### src/rtl/multicycle_ctrl_unit_if.sv
// multicycle_ctrl_unit_if: instruction/data memory request-ready handshake bundle
interface multicycle_ctrl_unit_if;
  logic imem_req;
  logic imem_ready;
  logic dmem_req;
  logic dmem_we;
  logic dmem_ready;
  modport master (output imem_req, dmem_req, dmem_we, input imem_ready, dmem_ready);
  modport slave (input imem_req, dmem_req, dmem_we, output imem_ready, dmem_ready);
endinterface

### src/rtl/multicycle_ctrl_unit.sv
// multicycle_ctrl_unit: fetch/decode/exec/mem/wb sequencer with branch resolution, memory timeout and stall
module multicycle_ctrl_unit #(
  parameter int TIMEOUT = 15,
  parameter int CNT_W = 4,
  parameter int RET_W = 16
) (
  input  logic                   clk,
  input  logic                   rst,
  multicycle_ctrl_unit_if.master mem_bus,
  input  logic [3:0]             i_opcode,
  input  logic [3:0]             i_opcodeex,
  input  logic [3:0]             i_cond,
  input  logic [4:0]             i_flags,
  input  logic                   i_stall,
  output logic                   o_ir_en,
  output logic                   o_alu_en,
  output logic                   o_a_imm_sel,
  output logic                   o_shift_imm,
  output logic                   o_lui_sel,
  output logic                   o_mov_sel,
  output logic                   o_psr_we,
  output logic                   o_rf_we,
  output logic [1:0]             o_b_sel,
  output logic [1:0]             o_wb_sel,
  output logic                   o_pc_inc,
  output logic                   o_pc_disp,
  output logic                   o_pc_jump,
  output logic                   o_link,
  output logic                   o_illegal,
  output logic                   o_bus_err,
  output logic [RET_W-1:0]       o_retired
);
  localparam logic [2:0] S_IDLE = 3'd0, S_FETCH = 3'd1, S_DEC = 3'd2, S_EXEC = 3'd3;
  localparam logic [2:0] S_MEM = 3'd4, S_WB = 3'd5, S_PC = 3'd6;
  localparam logic [3:0] C_NOP = 4'd0, C_ALU = 4'd1, C_ALUI = 4'd2, C_MOV = 4'd3;
  localparam logic [3:0] C_CMP = 4'd4, C_CMPI = 4'd5, C_LSH = 4'd6, C_LSHI = 4'd7;
  localparam logic [3:0] C_LUI = 4'd8, C_LOAD = 4'd9, C_STOR = 4'd10, C_MOVI = 4'd11;
  localparam logic [3:0] C_JAL = 4'd12, C_JC = 4'd13, C_BC = 4'd14, C_ILL = 4'd15;
  logic [2:0] r_state, w_next;
  logic [3:0] r_cls, w_cls;
  logic [CNT_W-1:0] r_cnt;
  logic [RET_W-1:0] r_ret;
  logic [15:0] w_ctab;
  logic w_fetch, w_dec, w_exec, w_mem, w_wb, w_pc, w_run;
  logic w_rdy, w_wait, w_tout, w_take, w_imm, w_disp, w_jump;
  assign w_fetch = r_state == S_FETCH;
  assign w_dec = r_state == S_DEC;
  assign w_exec = r_state == S_EXEC;
  assign w_mem = r_state == S_MEM;
  assign w_wb = r_state == S_WB;
  assign w_pc = r_state == S_PC;
  assign w_run = ~i_stall;
  assign w_rdy = w_fetch ? mem_bus.imem_ready : mem_bus.dmem_ready;
  assign w_wait = (w_fetch | w_mem) & ~w_rdy;
  assign w_tout = w_wait & (r_cnt == CNT_W'(TIMEOUT));
  always_comb begin
    case (i_opcode)
      4'b0000: w_cls = (i_opcodeex == 4'b0000) ? C_NOP : (i_opcodeex == 4'b1101) ? C_MOV :
                       (i_opcodeex == 4'b1011) ? C_CMP : C_ALU;
      4'b0001, 4'b0010, 4'b0011, 4'b0101, 4'b0110, 4'b1001: w_cls = C_ALUI;
      4'b1011: w_cls = C_CMPI;
      4'b1000: w_cls = (i_opcodeex == 4'b0100) ? C_LSH : (i_opcodeex[3:1] == 3'b000) ? C_LSHI : C_ILL;
      4'b0100: w_cls = (i_opcodeex == 4'b0000) ? C_LOAD : (i_opcodeex == 4'b0100) ? C_STOR :
                       (i_opcodeex == 4'b1000) ? C_JAL : (i_opcodeex == 4'b1100) ? C_JC : C_ILL;
      4'b1100: w_cls = C_BC;
      4'b1101: w_cls = C_MOVI;
      4'b1111: w_cls = C_LUI;
      default: w_cls = C_ILL;
    endcase
  end
  // indexed by cond; flags are {N,F,Z,L,C}
  assign w_ctab = {1'b0, 1'b1, i_flags[4] | i_flags[2], ~i_flags[4] & ~i_flags[2],
                   i_flags[1] | i_flags[2], ~i_flags[1] & ~i_flags[2], ~i_flags[3], i_flags[3],
                   ~i_flags[4], i_flags[4], ~i_flags[1], i_flags[1], ~i_flags[0], i_flags[0],
                   ~i_flags[2], i_flags[2]};
  assign w_take = w_ctab[i_cond];
  always_comb begin
    case (r_state)
      S_IDLE: w_next = S_FETCH;
      S_FETCH: w_next = mem_bus.imem_ready ? S_DEC : S_FETCH;
      S_DEC: w_next = (w_cls inside {C_NOP, C_ILL, C_JC, C_BC}) ? S_PC :
                      (w_cls inside {C_LOAD, C_STOR}) ? S_MEM :
                      (w_cls inside {C_MOVI, C_JAL}) ? S_WB : S_EXEC;
      S_EXEC: w_next = (r_cls inside {C_CMP, C_CMPI}) ? S_PC : S_WB;
      S_MEM: w_next = mem_bus.dmem_ready ? ((r_cls == C_LOAD) ? S_WB : S_PC) : w_tout ? S_PC : S_MEM;
      S_WB: w_next = S_PC;
      default: w_next = S_FETCH;
    endcase
  end
  // the wait counter is zero whenever the previous cycle was not a wait, so entry clears it for free
  always_ff @(posedge clk or posedge rst) begin
    if (rst) begin
      r_state <= S_IDLE;
      r_cls <= C_NOP;
      r_cnt <= '0;
      r_ret <= '0;
    end else if (w_run) begin
      r_state <= w_next;
      r_cls <= w_dec ? w_cls : r_cls;
      r_cnt <= (w_wait & ~w_tout) ? r_cnt + CNT_W'(1) : '0;
      r_ret <= w_pc ? r_ret + RET_W'(1) : r_ret;
    end
  end
  assign w_imm = r_cls inside {C_ALUI, C_CMPI};
  assign w_disp = (r_cls == C_BC) & w_take;
  assign w_jump = (r_cls == C_JAL) | ((r_cls == C_JC) & w_take);
  assign mem_bus.imem_req = w_fetch;
  assign mem_bus.dmem_req = w_mem;
  assign mem_bus.dmem_we = w_mem & (r_cls == C_STOR) & w_run;
  assign o_ir_en = w_fetch & mem_bus.imem_ready & w_run;
  assign o_alu_en = w_exec;
  assign o_a_imm_sel = w_exec & w_imm;
  assign o_b_sel = ~w_exec ? 2'b00 : w_imm ? 2'b10 : (r_cls inside {C_LSH, C_LSHI}) ? 2'b11 : 2'b00;
  assign o_shift_imm = w_exec & (r_cls inside {C_LSHI, C_LUI});
  assign o_lui_sel = w_exec & (r_cls == C_LUI);
  assign o_mov_sel = w_exec & (r_cls == C_MOV);
  assign o_psr_we = w_exec & (r_cls inside {C_CMP, C_CMPI}) & w_run;
  assign o_rf_we = w_wb & w_run;
  assign o_wb_sel = ~w_wb ? 2'b00 : (r_cls == C_LOAD) ? 2'b01 : (r_cls == C_MOVI) ? 2'b10 :
                    (r_cls == C_JAL) ? 2'b11 : 2'b00;
  assign o_link = w_wb & (r_cls == C_JAL) & w_run;
  assign o_pc_disp = w_pc & w_run & w_disp;
  assign o_pc_jump = w_pc & w_run & w_jump;
  assign o_pc_inc = w_pc & w_run & ~w_disp & ~w_jump;
  assign o_illegal = w_dec & (w_cls == C_ILL) & w_run;
  assign o_bus_err = w_tout & w_run;
  assign o_retired = r_ret;
endmodule

### src/flat_wrapper.sv
// flat-port wrapper written by rule: the top's interface ports become plain ports
module multicycle_ctrl_unit_flat 
#(
  parameter int TIMEOUT = 15,
  parameter int CNT_W = 4,
  parameter int RET_W = 16
)
  (clk, rst, i_opcode, i_opcodeex, i_cond, i_flags, i_stall, o_ir_en, o_alu_en, o_a_imm_sel, o_shift_imm, o_lui_sel, o_mov_sel, o_psr_we, o_rf_we, o_b_sel, o_wb_sel, o_pc_inc, o_pc_disp, o_pc_jump, o_link, o_illegal, o_bus_err, o_retired, mem_bus_imem_req, mem_bus_dmem_req, mem_bus_dmem_we, mem_bus_imem_ready, mem_bus_dmem_ready);
  multicycle_ctrl_unit_if mem_bus_i ();
  input  logic clk;
  input  logic rst;
  input  logic [3:0] i_opcode;
  input  logic [3:0] i_opcodeex;
  input  logic [3:0] i_cond;
  input  logic [4:0] i_flags;
  input  logic i_stall;
  output logic o_ir_en;
  output logic o_alu_en;
  output logic o_a_imm_sel;
  output logic o_shift_imm;
  output logic o_lui_sel;
  output logic o_mov_sel;
  output logic o_psr_we;
  output logic o_rf_we;
  output logic [1:0] o_b_sel;
  output logic [1:0] o_wb_sel;
  output logic o_pc_inc;
  output logic o_pc_disp;
  output logic o_pc_jump;
  output logic o_link;
  output logic o_illegal;
  output logic o_bus_err;
  output logic [RET_W-1:0] o_retired;
  output wire logic [$bits(mem_bus_i.imem_req)-1:0] mem_bus_imem_req;
  output wire logic [$bits(mem_bus_i.dmem_req)-1:0] mem_bus_dmem_req;
  output wire logic [$bits(mem_bus_i.dmem_we)-1:0] mem_bus_dmem_we;
  input wire logic [$bits(mem_bus_i.imem_ready)-1:0] mem_bus_imem_ready;
  input wire logic [$bits(mem_bus_i.dmem_ready)-1:0] mem_bus_dmem_ready;
  assign mem_bus_imem_req = mem_bus_i.imem_req;
  assign mem_bus_dmem_req = mem_bus_i.dmem_req;
  assign mem_bus_dmem_we = mem_bus_i.dmem_we;
  assign mem_bus_i.imem_ready = mem_bus_imem_ready;
  assign mem_bus_i.dmem_ready = mem_bus_dmem_ready;
  multicycle_ctrl_unit #(.TIMEOUT(TIMEOUT), .CNT_W(CNT_W), .RET_W(RET_W)) u_core (.clk(clk), .rst(rst), .mem_bus(mem_bus_i), .i_opcode(i_opcode), .i_opcodeex(i_opcodeex), .i_cond(i_cond), .i_flags(i_flags), .i_stall(i_stall), .o_ir_en(o_ir_en), .o_alu_en(o_alu_en), .o_a_imm_sel(o_a_imm_sel), .o_shift_imm(o_shift_imm), .o_lui_sel(o_lui_sel), .o_mov_sel(o_mov_sel), .o_psr_we(o_psr_we), .o_rf_we(o_rf_we), .o_b_sel(o_b_sel), .o_wb_sel(o_wb_sel), .o_pc_inc(o_pc_inc), .o_pc_disp(o_pc_disp), .o_pc_jump(o_pc_jump), .o_link(o_link), .o_illegal(o_illegal), .o_bus_err(o_bus_err), .o_retired(o_retired));
endmodule
### config.mk
export PLATFORM = sky130hd
export DESIGN_NAME = multicycle_ctrl_unit_flat
export DESIGN_NICKNAME = d
export VERILOG_FILES = /design/src/rtl/multicycle_ctrl_unit_if.sv /design/src/rtl/multicycle_ctrl_unit.sv /design/src/flat_wrapper.sv
export SDC_FILE = /design/constraint.sdc
export NUM_CORES = 1
export LEC_CHECK = 0
export ABC_AREA = 1
export CORE_ASPECT_RATIO = 1.4
export CORE_MARGIN = 3
export CORE_UTILIZATION = 52
export DETAILED_ROUTE_END_ITERATION = 6
export GPL_TIMING_DRIVEN = 0
export HOLD_SLACK_MARGIN = 0.03
export PLACE_DENSITY = 0.86
export SETUP_SLACK_MARGIN = 0.4
export SLEW_MARGIN = 40
export SYNTH_ARGS = -nofsm -noshare
export SYNTH_HDL_FRONTEND = slang
export SYNTH_SLANG_ARGS = --single-unit
### constraint.sdc
create_clock -name clk -period 4.6 [get_ports clk]
set_input_delay 1.38 -clock clk [delete_from_list [all_inputs] [get_ports clk]]
set_output_delay 1.38 -clock clk [all_outputs]
set_load 0.03 [all_outputs]
==> results of run 1 <==
[placed cells by master (no fill, tap or decap), types with 2 or more instances in the layout]
cell / instances
inv_1: 40
buf_6: 3
ha_1: 2
nand3_4: 2
o21ai_0: 8
clkbuf_8: 3
a21oi_2: 2
clkdlybuf4s50_1: 40
nand2_1: 86
dlymetal6s2s_1: 3
nand3_1: 25
inv_2: 6
nor2_2: 5
nor3_1: 5
xor2_1: 6
xnor2_1: 9
nand3_2: 7
a21oi_1: 11
dlygate4sd2_1: 7
nand4_1: 5
nor2_1: 55
buf_4: 3
nand2_2: 5
clkbuf_2: 3
nor2_4: 4
nor3_2: 2
dfrtp_1: 27
[per-layer routing]
layer  wire (um)  vias to the layer above
met4         172                        0
met2        2970                       79
met5           0                        -
li1            -                     1145
met1        2002                     1037
met3         278                       20
[logic make-up after synthesis]
| logic type | Yosys count | share of synthesized area [%] |
|---|---|---|
| xor gates and xnor gates | 15 | 6.235 |
| AOI/OAI and AO/OA | 26 | 7.067 |
| buffers and inverters | 49 | 9.144 |
| and+or+nand+nor | 204 | 43.82 |
| adders and majority gates | 2 | 1.187 |
| muxes | 1 | 0.4751 |
| DFF | 27 | 32.07 |
[per-stage QoR]
step	power (mW)	instances	setup TNS (ns)
after CTS	0.9586	427	0
final	0.9700	428	0
after global placement	0.8043	423	-1.245
after floorplan	0.6589	324	0
after detailed placement	0.8158	423	-1.540
after global routing	1.045	428	0
[repair_timing]
action / CTS / global route
pin swaps: 3 / 8
resized for setup: 44 / 25
endpoints found under the setup margin: 5 / 6
endpoints found under the hold margin: 0 / 0
setup buffers: 0 / 1
[synth_stat cells (2+ instances only)]
cell type and n:
a21oi_1 13, dfrtp_1 27, ha_1 2, inv_1 42, inv_2 4, nand2_1 90, nand3_1 30, nand3_2 2
nand3_4 2, nand4_1 5, nor2_1 59, nor2_2 2, nor2_4 3, nor3_1 6, o21ai_0 8, xnor2_1 9
xor2_1 6
[sequential cells by signal, indices dropped and copies added (netlist names)]
register and flops:
u_core.o_retired 16, u_core.r_state 3, u_core.r_cnt 4, u_core.r_cls 4
[final cells by class]
class / instances / area, um2 / share of cell area, %
sequential: 27 / 675.6 / 23.77
multi-input combinational: 248 / 1314 / 46.21
clock inverter: 1 / 7.507 / 0.2641
buffer: 3 / 20.02 / 0.7042
clock buffer: 3 / 41.29 / 1.452
tap: 42 / 52.55 / 1.849
timing repair buffer: 58 / 559.3 / 19.67
inverter: 46 / 172.7 / 6.074
[worst min path at each step]
stage	end	slack (ns)	cells after the start
5_1_grt	u_core.o_retired[15]	0.48	1
3_3_place_gp	u_core.o_retired[15]	0.46	1
6_report	u_core.o_retired[15]	0.47	1
3_5_place_dp	u_core.o_retired[15]	0.46	1
2_1_floorplan	u_core.r_cnt[1]	0.48	2
4_1_cts	u_core.o_retired[15]	0.48	1
[power by group through the flow]
stage / clock, mW / sequential [mW] / combinational, mW
finish: 0.138 / 0.342 / 0.490
global route: 0.152 / 0.348 / 0.545
global placement: 0 / 0.342 / 0.462
detailed placement: 0 / 0.345 / 0.471
CTS: 0.141 / 0.340 / 0.478
floorplan: 0 / 0.356 / 0.303
==> run_results.csv, run 1 <==
group,metric,value,unit
run_status,outcome,"finished clean",
power_and_ir_drop,power.share.clock,14.2,%
yosys,synthArstFlopShare,100.0,%
worst_setup_path,crit_chain,"clkdlybuf4s50_1, nor2_1, o311ai_2, nand3_1, nand3_2, nand2_2, nor2_2, buf_6",
clock_network,insertion_delay,0.28,ns
yosys,synth_area_leaders,"dfrtp_1 32%, nand2_1 16%, nor2_1 11%, inv_1 7.5%, nand3_1 7.1%",
power_and_ir_drop,p_leak,1.409,nW
job,max-cap-violations,0,
worst_setup_path,critical-path-max-stage-delay,0.48,ns
final_layout,fillers,307,
global_route,grt_busiest_layer,"met2",
global_route,grt.met3_usage,2.544,%
yosys,syn_inst,324,
worst_setup_path,critical_path_depth,8,
power_and_ir_drop,p_comb_share,50.5,%
yosys,yosysWarnings,0,
power_and_ir_drop,seqPwrFrac,35.2,%
worst_setup_path,crit_fanout,2,
power_and_ir_drop,swShare,46.44,%
yosys,synth_area_leader_cell,"dfrtp_1",
power_and_ir_drop,intPower,519.5,uW
yosys,ys_seq_elements,27,
global_route,grt_use_total,22.96,%
global_route,overflow,0,
sta,max_freq,236.4,MHz
global_route,grt_pass1_wl,8776,um
worst_setup_path,cpMaxStageDelayCell,"clkdlybuf4s50_1",
yosys,yosysTopAreaCellShare,32.07,%
die,core,3774,um2
sta,maxSlewHeadroom,62.34,%
sta,worst_pin_slew,0.5640,ns
clock_network,h-tree-depth,1,
routing,ant_nets,0,
worst_setup_path,endpoint_kind,"output port",
sta,clock_skew,0.002873,ns
clock_network,cts_root_buf,"clkbuf_8",
worst_setup_path,cp-startpoint,"i_flags[1]",
clock_network,cts_tree,"yes",
worst_setup_path,criticalPathCategory,"primary input to output port",
yosys,ys_types,31,
global_route,antenna_found_initial,0,
worst_setup_path,r2r_start,"u_core.o_retired[0]",
die,die_area,4863,um2
die,die_h,81.32,um
die,die_width,59.80,um
worst_setup_path,regToRegEndpoint,"u_core.o_retired[12]",
placement,dp_hpwl,4191,um
sta,slew_viol_final,0,
placement,pre_cts_slack,-0.4820,ns
final_layout,drive_gt1_share,13.47,%
routing,routed_wirelength,5424,um
routing,drc,0,
yosys,syn_nets,348,
final_layout,antennaDiodeCount,0,
worst_setup_path,reg2regPathDepth,7,
routing,wl_per_cell,12.67,um
worst_setup_path,cp.required,3.22,ns
sta,rsz0062_at_grt,"true",
power_and_ir_drop,powerDensity,341.2,nW/um2
yosys,synth_top_flop_cell,"dfrtp_1",
sta,fin_hold_ws,0.4703,ns
die,start_util,55.84,%
sta,final_hold_viol_count,0,
clock_network,tritoncts_num_sinks,27,
placement,gp_congestion,0.8562,
die,rows,26,
clock_network,numCtsBuffers,3,
sta,finalCritPeriodShare,91.97,%
clock_network,hold_buffers,0,
global_route,grt_max_degree,28,
worst_setup_path,start_kind,"primary input",
placement,portBuffers,57,
placement,postPlaceCellArea,2730,um2
clock_network,clock_path_buffers,2,
routing,firstDrtPassIters,4,
yosys,netlist_area,2107,um2
routing,viasPerCell,5.329,
clock_network,clk_pin_slew,0.09,ns
yosys,ys_seq_area_share,32.07,%
global_route,grt_pass1_vias,2173,
routing,drt_iter0_markers,96,
min_path,hold_path.startpoint,"u_core.o_retired[15]",
yosys,syn_avg_cell_area,6.503,um2
worst_setup_path,path_buf_inv,2,
power_and_ir_drop,power_switching,450.5,uW
yosys,synth_edf_count,0,
worst_setup_path,worstPathArrival,2.85,ns
sta,setup_violations,0,
sta,timing.final.ws_setup,0.3695,ns
die,io_pins,59,
worst_setup_path,reg2reg_slack,2.89,ns
global_route,grt_use_met2,44.05,%
worst_setup_path,critical-path-top-delay-family,"buffers and inverters",
final_layout,num-nets-final,411,
min_path,hold_class,"register to register",
final_layout,syn2layout_area_growth,34.92,%
power_and_ir_drop,peakVddDrop,0.2745,mV
sta,post-route-min-period,4.231,ns
routing,num_vias,2281,
final_layout,post-route-util,75.33,%
worst_setup_path,endpoint,"o_pc_inc",
final_layout,fin_area,2843,um2
global_route,use_met1,24.09,%
No activity file was read; power rests on OpenSTA's default activity.
==> run 2: changes to the inputs <==
- GPL_TIMING_DRIVEN: 0 -> not set
- SETUP_SLACK_MARGIN: 0.4 -> 0.05
==> run_results.csv, run 2 (synthesis results as in run 1) <==
group,metric,value,unit
clock_network,cts_root_buf,"clkbuf_8",
worst_setup_path,crit_top_cell,"nand2_1",
sta,finalCritPeriodShare,96.82,%
die,die_h,81.32,um
placement,dp_hpwl,4366,um
global_route,grt_pass1_wl,8749,um
die,rows,26,
die,core,3774,um2
worst_setup_path,crit_chain,"clkdlybuf4s50_1, nand2_1, nand2_1, nand3_1, nand3_1, inv_1, nand2_1, nand2_1, nor3_1, buf_4",
clock_network,insertion_delay,0.28,ns
final_layout,drive_gt1_share,8.052,%
job,max-cap-violations,0,
worst_setup_path,path_buf_inv,3,
clock_network,hold_buffers,0,
clock_network,clk_pin_slew,0.10,ns
die,die_width,59.80,um
worst_setup_path,start_kind,"primary input",
routing,drc,0,
final_layout,final_common_cell,"nand2_1",
run_status,outcome,"finished clean",
final_layout,post-route-util,73.64,%
routing,dr_wl_met2,2946,um
worst_setup_path,critical-path-max-stage-delay,0.61,ns
global_route,antenna_found_initial,0,
final_layout,largest_reg_flops,16,
worst_setup_path,endpoint_kind,"output port",
routing,routed_wirelength,5309,um
clock_network,numCtsBuffers,3,
sta,rsz0062_at_grt,"true",
worst_setup_path,critical-path-top-delay-family,"buffers and inverters",
routing,dr.max_layer_used,"met4",
sta,clock_skew,0.003629,ns
worst_setup_path,worstPathArrival,3.07,ns
sta,maxSlewHeadroom,62.44,%
routing,wl_per_cell,12.43,um
global_route,grt_use_total,23.07,%
global_route,grt_max_degree,28,
clock_network,h-tree-depth,1,
sta,slew_viol_final,0,
final_layout,mostFrequentLayoutCells,"90 x nand2_1, 58 x nor2_1, 53 x clkdlybuf4s50_1",
sta,max_freq,224.5,MHz
routing,viasPerCell,5.211,
sta,tns,0,ns
clock_network,cts_tree,"yes",
routing,dr_wl_met3,271,um
final_layout,fillers,314,
routing,num_vias,2225,
routing,ant_nets,0,
sta,timing.final.ws_setup,0.1464,ns
die,start_util,55.84,%
die,die_area,4863,um2
clock_network,clock_path_buffers,2,
final_layout,syn2layout_area_growth,31.89,%
power_and_ir_drop,p_leak,1.349,nW
global_route,grt_pass1_vias,2168,
worst_setup_path,criticalPathCategory,"primary input to output port",
power_and_ir_drop,powerDensity,347.0,nW/um2
sta,post-route-min-period,4.454,ns
placement,place_inst,423,
placement,pre_cts_slack,0.1089,ns
power_and_ir_drop,peakVddDrop,0.2911,mV
sta,final_hold_viol_count,0,
final_layout,antennaDiodeCount,0,
final_layout,num-nets-final,410,
clock_network,tritoncts_num_sinks,27,
worst_setup_path,cp.required,3.22,ns
routing,drt_iter0_markers,117,
placement,portBuffers,58,
worst_setup_path,cpMaxStageDelayCell,"clkdlybuf4s50_1",
min_path,hold_class,"register to register",
worst_setup_path,crit_fanout,6,
final_layout,layoutNonFillerInstCount,427,
sta,setup_violations,0,
routing,firstDrtPassIters,5,
routing,drt-met1-wl,1995,um
sta,worst_pin_slew,0.5626,ns
placement,gp_congestion,0.9129,
global_route,overflow,0,
die,io_pins,59,
-- run 2: power breakdown --
| part | internal (mW) | switching (mW) |
|---|---|---|
| clock network | 0.0618 | 0.0801 |
| logic | 0.172 | 0.301 |
| registers | 0.283 | 0.0658 |
| total | 0.517 | 0.447 |
-- run 2: layout make-up --
class,count,area [um2],share of cell area [%]
Timing Repair Buffer,60,583.1,20.98
Multi-Input combinational cell,248,1246,44.84
Clock buffer,3,41.29,1.486
Tap cell,42,52.55,1.891
Inverter,46,172.7,6.213
Clock inverter,1,7.507,0.2701
Sequential cell,27,675.6,24.31
-- run 2: final timing paths --
kind	start	endpoint	slack (ns)	depth (start not counted)
max	i_opcode[0]	o_illegal	0.15	10
min	u_core.o_retired[15]	u_core.o_retired[15]	0.47	1
max reg2reg	u_core.o_retired[0]	u_core.o_retired[12]	2.84	7
min reg2reg	u_core.o_retired[15]	u_core.o_retired[15]	0.47	1
max in group asynchronous	rst	u_core.o_retired[0]	2.77	2
min in group asynchronous	rst	u_core.r_cnt[3]	1.46	2
-- run 2: routing by layer --
| metal | GRT usage, % | up-vias |
|---|---|---|
| met4 | 9.313 | 0 |
| li1 | - | 1150 |
| met2 | 46.21 | 63 |
| met3 | 2.544 | 7 |
| met5 | 0 | - |
| met1 | 22.76 | 1005 |
-- run 2: worst register-to-register path: cells and delay by family, from the launching register on --
| kind | cells | cell delay, ns |
|---|---|---|
| DFF | 1 | 0.42 |
| xor gates and xnor gates | 1 | 0.13 |
| adders and majority gates | 1 | 0.20 |
| and+or+nand+nor | 5 | 0.90 |
-- run 2: timing repair --
action,CTS,global route
endpoints found under the setup margin,0,3
resized for setup,0,3
buffers inserted,0,0
-- run 2: through the flow --
| stage | hold slack (ns) | power [mW] | cell area [um2] |
|---|---|---|---|
| global placement | 0.4567 | 0.8077 | 2723 |
| floorplan | 0.4750 | 0.6589 | 2107 |
| detailed placement | 0.4637 | 0.8192 | 2723 |
| finish | 0.4710 | 0.9642 | 2779 |
| CTS | 0.4781 | 0.9626 | 2771 |
| global route | 0.4972 | 1.034 | 2779 |
